`config.mk`:
```
export PLATFORM = sky130hd
export DESIGN_NAME = display_timings_480p
export DESIGN_NICKNAME = d
export VERILOG_FILES = /design/src/rtl/display_pkg.sv /design/src/rtl/display_testpat.sv /design/src/rtl/display_timings_480p.sv
export SDC_FILE = /design/constraint.sdc
export NUM_CORES = 1
export LEC_CHECK = 0
export BUFFER_PORTS_ARGS = -buffer_cell sky130_fd_sc_hd__clkbuf_2
export CORE_AREA = 2 2 56 58
export DETAILED_ROUTE_END_ITERATION = 8
export DIE_AREA = 0 0 58 60
export PLACE_DENSITY = 0.79
export SETUP_SLACK_MARGIN = 0.15
export SLEW_MARGIN = 10
export SYNTH_ARGS = -nofsm -noshare
export SYNTH_HDL_FRONTEND = slang
export SYNTH_SLANG_ARGS = --single-unit
export TNS_END_PERCENT = 100
```
`constraint.sdc`:
```
create_clock -name clk_50m -period 3.7 [get_ports clk_50m]
set_input_delay 0.555 -clock clk_50m [delete_from_list [all_inputs] [get_ports clk_50m]]
set_output_delay 0.555 -clock clk_50m [all_outputs]
set_load 0.1 [all_outputs]
```
`src/rtl/display_pkg.sv`:
```
// +----------------------------------------------------------------------------+
// | display_pkg : shared types, 640x480@60 timing constants, colour-bar table   |
// | Rev 1.0                                                                    |
// +----------------------------------------------------------------------------+
`default_nettype none

package display_pkg;

  typedef logic [9:0] coord_t;
  typedef logic [3:0] colour_t;

  typedef struct packed {
    colour_t r;
    colour_t g;
    colour_t b;
  } rgb_t;

  localparam coord_t H_RES   = 10'd640;
  localparam coord_t H_FP    = 10'd16;
  localparam coord_t H_SYNC  = 10'd96;
  localparam coord_t H_BP    = 10'd48;
  localparam coord_t V_RES   = 10'd480;
  localparam coord_t V_FP    = 10'd10;
  localparam coord_t V_SYNC  = 10'd2;
  localparam coord_t V_BP    = 10'd33;

  localparam coord_t H_TOTAL = H_RES + H_FP + H_SYNC + H_BP;
  localparam coord_t V_TOTAL = V_RES + V_FP + V_SYNC + V_BP;

  localparam coord_t BAR_WIDTH = 10'd80;

  // Left-to-right bar order across the active area.
  localparam rgb_t BAR_COLOURS [8] = '{
    '{4'hF, 4'hF, 4'hF},
    '{4'hF, 4'hF, 4'h0},
    '{4'h0, 4'hF, 4'hF},
    '{4'h0, 4'hF, 4'h0},
    '{4'hF, 4'h0, 4'hF},
    '{4'hF, 4'h0, 4'h0},
    '{4'h0, 4'h0, 4'hF},
    '{4'h0, 4'h0, 4'h0}
  };

endpackage

`default_nettype wire

```
`src/rtl/display_testpat.sv`:
```
// +----------------------------------------------------------------------------+
// | display_testpat : 8 vertical colour bars, registered in step with de        |
// | Rev 1.0                                                                    |
// +----------------------------------------------------------------------------+
`default_nettype none

module display_testpat
  import display_pkg::*;
(
  input  logic       clk_50m,
  input  logic       rst,
  input  logic       pix_ce_i,
  input  logic [9:0] sx_i,
  input  logic       de_i,
  output logic [3:0] r_o,
  output logic [3:0] g_o,
  output logic [3:0] b_o
);

  rgb_t   rgb_q;
  rgb_t   rgb_d;
  logic [2:0] bar_idx;

  // sx_i/de_i are next-state values, so the register lands in the same cycle as de.
  always_comb begin
    bar_idx = 3'(sx_i / BAR_WIDTH);
    rgb_d   = '0;
    if (de_i) begin
      rgb_d = BAR_COLOURS[bar_idx];
    end
  end

  always_ff @(posedge clk_50m) begin
    if (rst) begin
      rgb_q <= '0;
    end else if (pix_ce_i) begin
      rgb_q <= rgb_d;
    end
  end

  assign r_o = rgb_q.r;
  assign g_o = rgb_q.g;
  assign b_o = rgb_q.b;

endmodule

`default_nettype wire

```
`src/rtl/display_timings_480p.sv`:
```
// +----------------------------------------------------------------------------+
// | display_timings_480p : 640x480@60 VGA timing generator (pix_ce-advanced)   |
// | Optional colour-bar outputs r/g/b when DISPLAY_TESTPAT_EN is defined.       |
// | Rev 1.0                                                                    |
// +----------------------------------------------------------------------------+
`default_nettype none

module display_timings_480p
  import display_pkg::*;
#(
  parameter logic SYNC_POL = 1'b0
) (
  input  logic       clk_50m,
  input  logic       rst,
  input  logic       pix_ce,
  output logic [9:0] sx,
  output logic [9:0] sy,
  output logic       hsync,
  output logic       vsync,
  output logic       de,
  output logic       line,
  output logic       frame
`ifdef DISPLAY_TESTPAT_EN
  ,
  output logic [3:0] r,
  output logic [3:0] g,
  output logic [3:0] b
`endif
);

  localparam coord_t H_MAX    = H_TOTAL - 10'd1;
  localparam coord_t V_MAX    = V_TOTAL - 10'd1;
  localparam coord_t HS_START = H_RES + H_FP;
  localparam coord_t HS_END   = H_RES + H_FP + H_SYNC - 10'd1;
  localparam coord_t VS_START = V_RES + V_FP;
  localparam coord_t VS_END   = V_RES + V_FP + V_SYNC - 10'd1;

  coord_t sx_q, sx_d;
  coord_t sy_q, sy_d;
  logic   hsync_q, hsync_d;
  logic   vsync_q, vsync_d;
  logic   de_q, de_d;
  logic   line_q;
  logic   frame_q;

  // Decode from the advanced position so sync/de line up with sx/sy.
  always_comb begin
    sx_d = sx_q + 10'd1;
    sy_d = sy_q;
    if (sx_q == H_MAX) begin
      sx_d = '0;
      sy_d = (sy_q == V_MAX) ? '0 : sy_q + 10'd1;
    end
    hsync_d = ((sx_d >= HS_START) && (sx_d <= HS_END)) ? SYNC_POL : ~SYNC_POL;
    vsync_d = ((sy_d >= VS_START) && (sy_d <= VS_END)) ? SYNC_POL : ~SYNC_POL;
    de_d    = (sx_d < H_RES) && (sy_d < V_RES);
  end

  always_ff @(posedge clk_50m) begin
    if (rst) begin
      sx_q    <= H_MAX;
      sy_q    <= V_MAX;
      hsync_q <= ~SYNC_POL;
      vsync_q <= ~SYNC_POL;
      de_q    <= 1'b0;
      line_q  <= 1'b0;
      frame_q <= 1'b0;
    end else begin
      // Strobes self-clear on the following edge regardless of pix_ce.
      line_q  <= 1'b0;
      frame_q <= 1'b0;
      if (pix_ce) begin
        sx_q    <= sx_d;
        sy_q    <= sy_d;
        hsync_q <= hsync_d;
        vsync_q <= vsync_d;
        de_q    <= de_d;
        line_q  <= (sx_d == '0);
        frame_q <= (sx_d == '0) && (sy_d == '0);
      end
    end
  end

  assign sx    = sx_q;
  assign sy    = sy_q;
  assign hsync = hsync_q;
  assign vsync = vsync_q;
  assign de    = de_q;
  assign line  = line_q;
  assign frame = frame_q;

`ifdef DISPLAY_TESTPAT_EN
  display_testpat u_testpat (
    .clk_50m  (clk_50m),
    .rst      (rst),
    .pix_ce_i (pix_ce),
    .sx_i     (sx_d),
    .de_i     (de_d),
    .r_o      (r),
    .g_o      (g),
    .b_o      (b)
  );
`endif

endmodule

`default_nettype wire

```
==> impl_results.md <==
* Fin util at 0.600
* Total number of yosys warnings at 0
* Hold buffers post-CTS at 0
* Cells after synthesis at slightly above 200
* Max Cap Violations at 0
* Asr flop ratio synth at 0
* Ranking of synthesized cells by area: sky130_fd_sc_hd__dfxtp_1 31%, sky130_fd_sc_hd__xnor2_1 5.5%, sky130_fd_sc_hd__a21oi_1 4.4%
* Worst vdd ir at roughly 0.23 mV
* Relative slew slack at 0.577
* First element of the critical path: sx[0]
* Detailed-placement wirelength estimate at ~2500 um
* Synthesis-to-layout area growth at 8.84%
* Number of sinks driven by the clock tree at 25
* Pin count of the biggest net entering global routing at 26
* Grt ovf at 0
* Initial antenna violation count at 0
* Multi-input gate area in the final layout at ~1000 sq um
* Clock power frac at 0.176
* Wire length per cell at roughly 14 um
* Share of post-route cells with drive strength above 1 at 0.156
* Overall global routing resource usage at 0.216
* Flip-flop and latch count after synthesis at 25
* I/O pin total at 28
* Clock tree root driver cell: sky130_fd_sc_hd__clkbuf_4
* Clock tree from TritonCTS: built
* Count of endpoints failing setup in the final report at 0
* Clock buffer depth at 2
* Diodes inserted at 0
* Total of cells resized after clock tree synthesis at 0
* Via total after detailed routing at roughly 1500
* Required time of the worst setup path at 3.96 ns
* Post-CTS setup-driven buffer insertion count at 0
* Register area share after synthesis at 0.313
* Count of flip-flops with a built-in enable after synthesis at 0
* Quantity of I/O buffers inserted on ports at 27
* Capturing point of the worst reg2reg path: sy[7]
* Routed Antenna Nets at 0
* Core outline area at about 2900 sq um
* Sum Neg Setup Slack at 0 ns
* Total Nets Final at 226
* Most frequent cells in the layout: 27 x sky130_fd_sc_hd__clkbuf_2, 25 x sky130_fd_sc_hd__dfxtp_1, 16 x sky130_fd_sc_hd__nand2_1
* Top cell type's share of synthesized area at 0.313
* Via/cell ratio at roughly 6.1
* Most common cell after layout, fill and taps aside: sky130_fd_sc_hd__clkbuf_2
* Power per unit of standard cell area at roughly 430 nW/um^2
* Number of levels in the clock H-tree at 1
* Seq pwr share at 0.421
* Net switching share of the total power at 0.459
* Count of unique library cells instantiated by Yosys at 45
* Total die area at 3480 sq um
* Via count of the first global-routing pass at around 1300
* Maximum clock frequency at roughly 360 MHz
* Reg-to-reg critical path startpoint: sx[0]
* Slew @ Worst Pin at 0.634 ns
* Horiz. Die Dim at about 58 um
* Data arrival time at the worst-slack endpoint at 3.07 ns
* Worst Hold End: hsync
* Worst hold stages at 2
* Setup repair after global routing missed its margin: no
* Clock latency of the later-clocked register in the worst-skew pair at ~0.34 ns
* Static leakage at 0.670 nW
* Logic pwr share at 0.403
* Final worst-path cycle share at 0.759
* Initial core utilization at 0.551
* Clock transition at the registers of the reported paths at about 0.16 ns
* Total clock buffers created by CTS at 3
* Final Critical Period at between 2 and 3 ns
* Number of cell instances on the worst register-to-register path at 6
* Drc violations at 0
* Worst Hold Launch: hsync
* Total power at about 750 uW
* Floorplan die height at 60 um
* Internal portion of total power at a little over 400 uW
* Kind of end point of the critical path: flop
* DRC violation total after the first TritonRoute iteration at between 70 and 80
* Most used DFF post-synth: sky130_fd_sc_hd__dfxtp_1
* Number of hold violations in the final report at 0
* Summed instance area of the synthesized netlist at between 1500 and 2000 sq um
* Register-to-Register Setup Slack at just under 0.9 ns
* Routability Congestion at ~0.9
* Outcome: finished, final reports clean
* Global-route wire length before repair at approximately 5900 um
* Classification of the worst-slack hold path: reg -> reg
* Pins Over Slew Limit at 0
* Kind of launch point of the worst setup path: flop
* Per-instance average area after synthesis at between 7 and 8 sq um
* Worst-case clock skew at approximately 0.016 ns
* Detailed-router iteration count before antenna repair at 4
* Sequential cell area at between 500 and 600 sq um
* Highest net fanout along the worst path at 16
* Mapped Nets at between 200 and 250
* Number of cell rows at 20
* Number of fill cells in the layout at 267
* Kind of critical path: reg -> reg
* Reported net switching power at around 350 uW
* Synth area leader: sky130_fd_sc_hd__dfxtp_1
* Drt total wl at 3620 um
[power groups by stage]
| stage | registers, mW | logic, mW | clock network, mW |
|---|---|---|---|
| floorplan | 0.419 | 0.158 | 0 |
| global placement | 0.321 | 0.298 | 0 |
| detailed placement | 0.322 | 0.300 | 0 |
| CTS | 0.316 | 0.301 | 0.136 |
| global route | 0.321 | 0.324 | 0.146 |
| finish | 0.317 | 0.303 | 0.132 |
[cell usage after synthesis (5+ instances only)]
library cell and instances:
sky130_fd_sc_hd__a21oi_1 14, sky130_fd_sc_hd__buf_2 7, sky130_fd_sc_hd__clkbuf_1 8, sky130_fd_sc_hd__dfxtp_1 25, sky130_fd_sc_hd__inv_1 5, sky130_fd_sc_hd__nand2_1 16
sky130_fd_sc_hd__nand3_1 9, sky130_fd_sc_hd__nand4_1 7, sky130_fd_sc_hd__nor2_1 15, sky130_fd_sc_hd__nor3_1 12, sky130_fd_sc_hd__o21ai_0 9, sky130_fd_sc_hd__xnor2_1 10
sky130_fd_sc_hd__xor2_1 6
[cell families after synthesis]
kind of cell	count (synthesis)	synth area share
AO/OA/AOI/OAI	49	0.202
XOR/XNOR	16	0.0876
adder cells (fa/ha/maj)	4	0.0313
buffers and inverters	20	0.0524
flip-flops	25	0.313
multiplexers	2	0.0141
AND/OR/NAND/NOR	86	0.300
[routing by layer]
layer,share of wire,track usage,vias up
met3,0.055,0.0281,4
li1,-,-,774
met2,0.44,0.307,45
met5,0,0,-
met1,0.49,0.332,709
met4,0.010,0.0764,0
[worst max-delay path, stage by stage (launching register included)]
cell,delay (ns)
sky130_fd_sc_hd__dfxtp_1,0.48
sky130_fd_sc_hd__ha_1,0.33
sky130_fd_sc_hd__nand4_1,0.21
sky130_fd_sc_hd__nor3b_4,0.59
sky130_fd_sc_hd__nand2_1,0.39
sky130_fd_sc_hd__or4_1,0.58
sky130_fd_sc_hd__a21oi_1,0.15
[sequential cells by signal (all words and copies together), names as in the netlist]
name and flops:
de 1, frame 1, sx 10, vsync 1
hsync 1, line 1, sy 10
[how the worst max path moves through the flow]
stage | slack, ns | to
global placement | 1.11 | sy[7]
detailed placement | 1.0 | sy[7]
floorplan | 0.86 | de
CTS | 0.94 | sy[7]
global route | 0.66 | sy[4]
finish | 0.89 | sy[7]
[layout make-up]
| class | instances | area share |
|---|---|---|
| Sequential cell | 25 | 0.288 |
| Timing Repair Buffer | 27 | 0.0776 |
| Multi-Input combinational cell | 157 | 0.583 |
| Clock inverter | 1 | 0.00431 |
| Tap cell | 33 | 0.0237 |
| Clock buffer | 3 | 0.0129 |
| Inverter | 5 | 0.0108 |
[stage by stage]
stage / hold slack (ns) / cell area [sq um] / cells / setup slack (ns)
2_1_floorplan: 0.656 / 1600 / 202 / 0.860
3_3_place_gp: 0.538 / 1710 / 247 / 1.11
3_5_place_dp: 0.529 / 1710 / 247 / 0.995
4_1_cts: 0.576 / 1740 / 251 / 0.940
5_1_grt: 0.609 / 1740 / 251 / 0.659
6_report: 0.573 / 1740 / 251 / 0.893
Power figures use the tool's default switching activity.
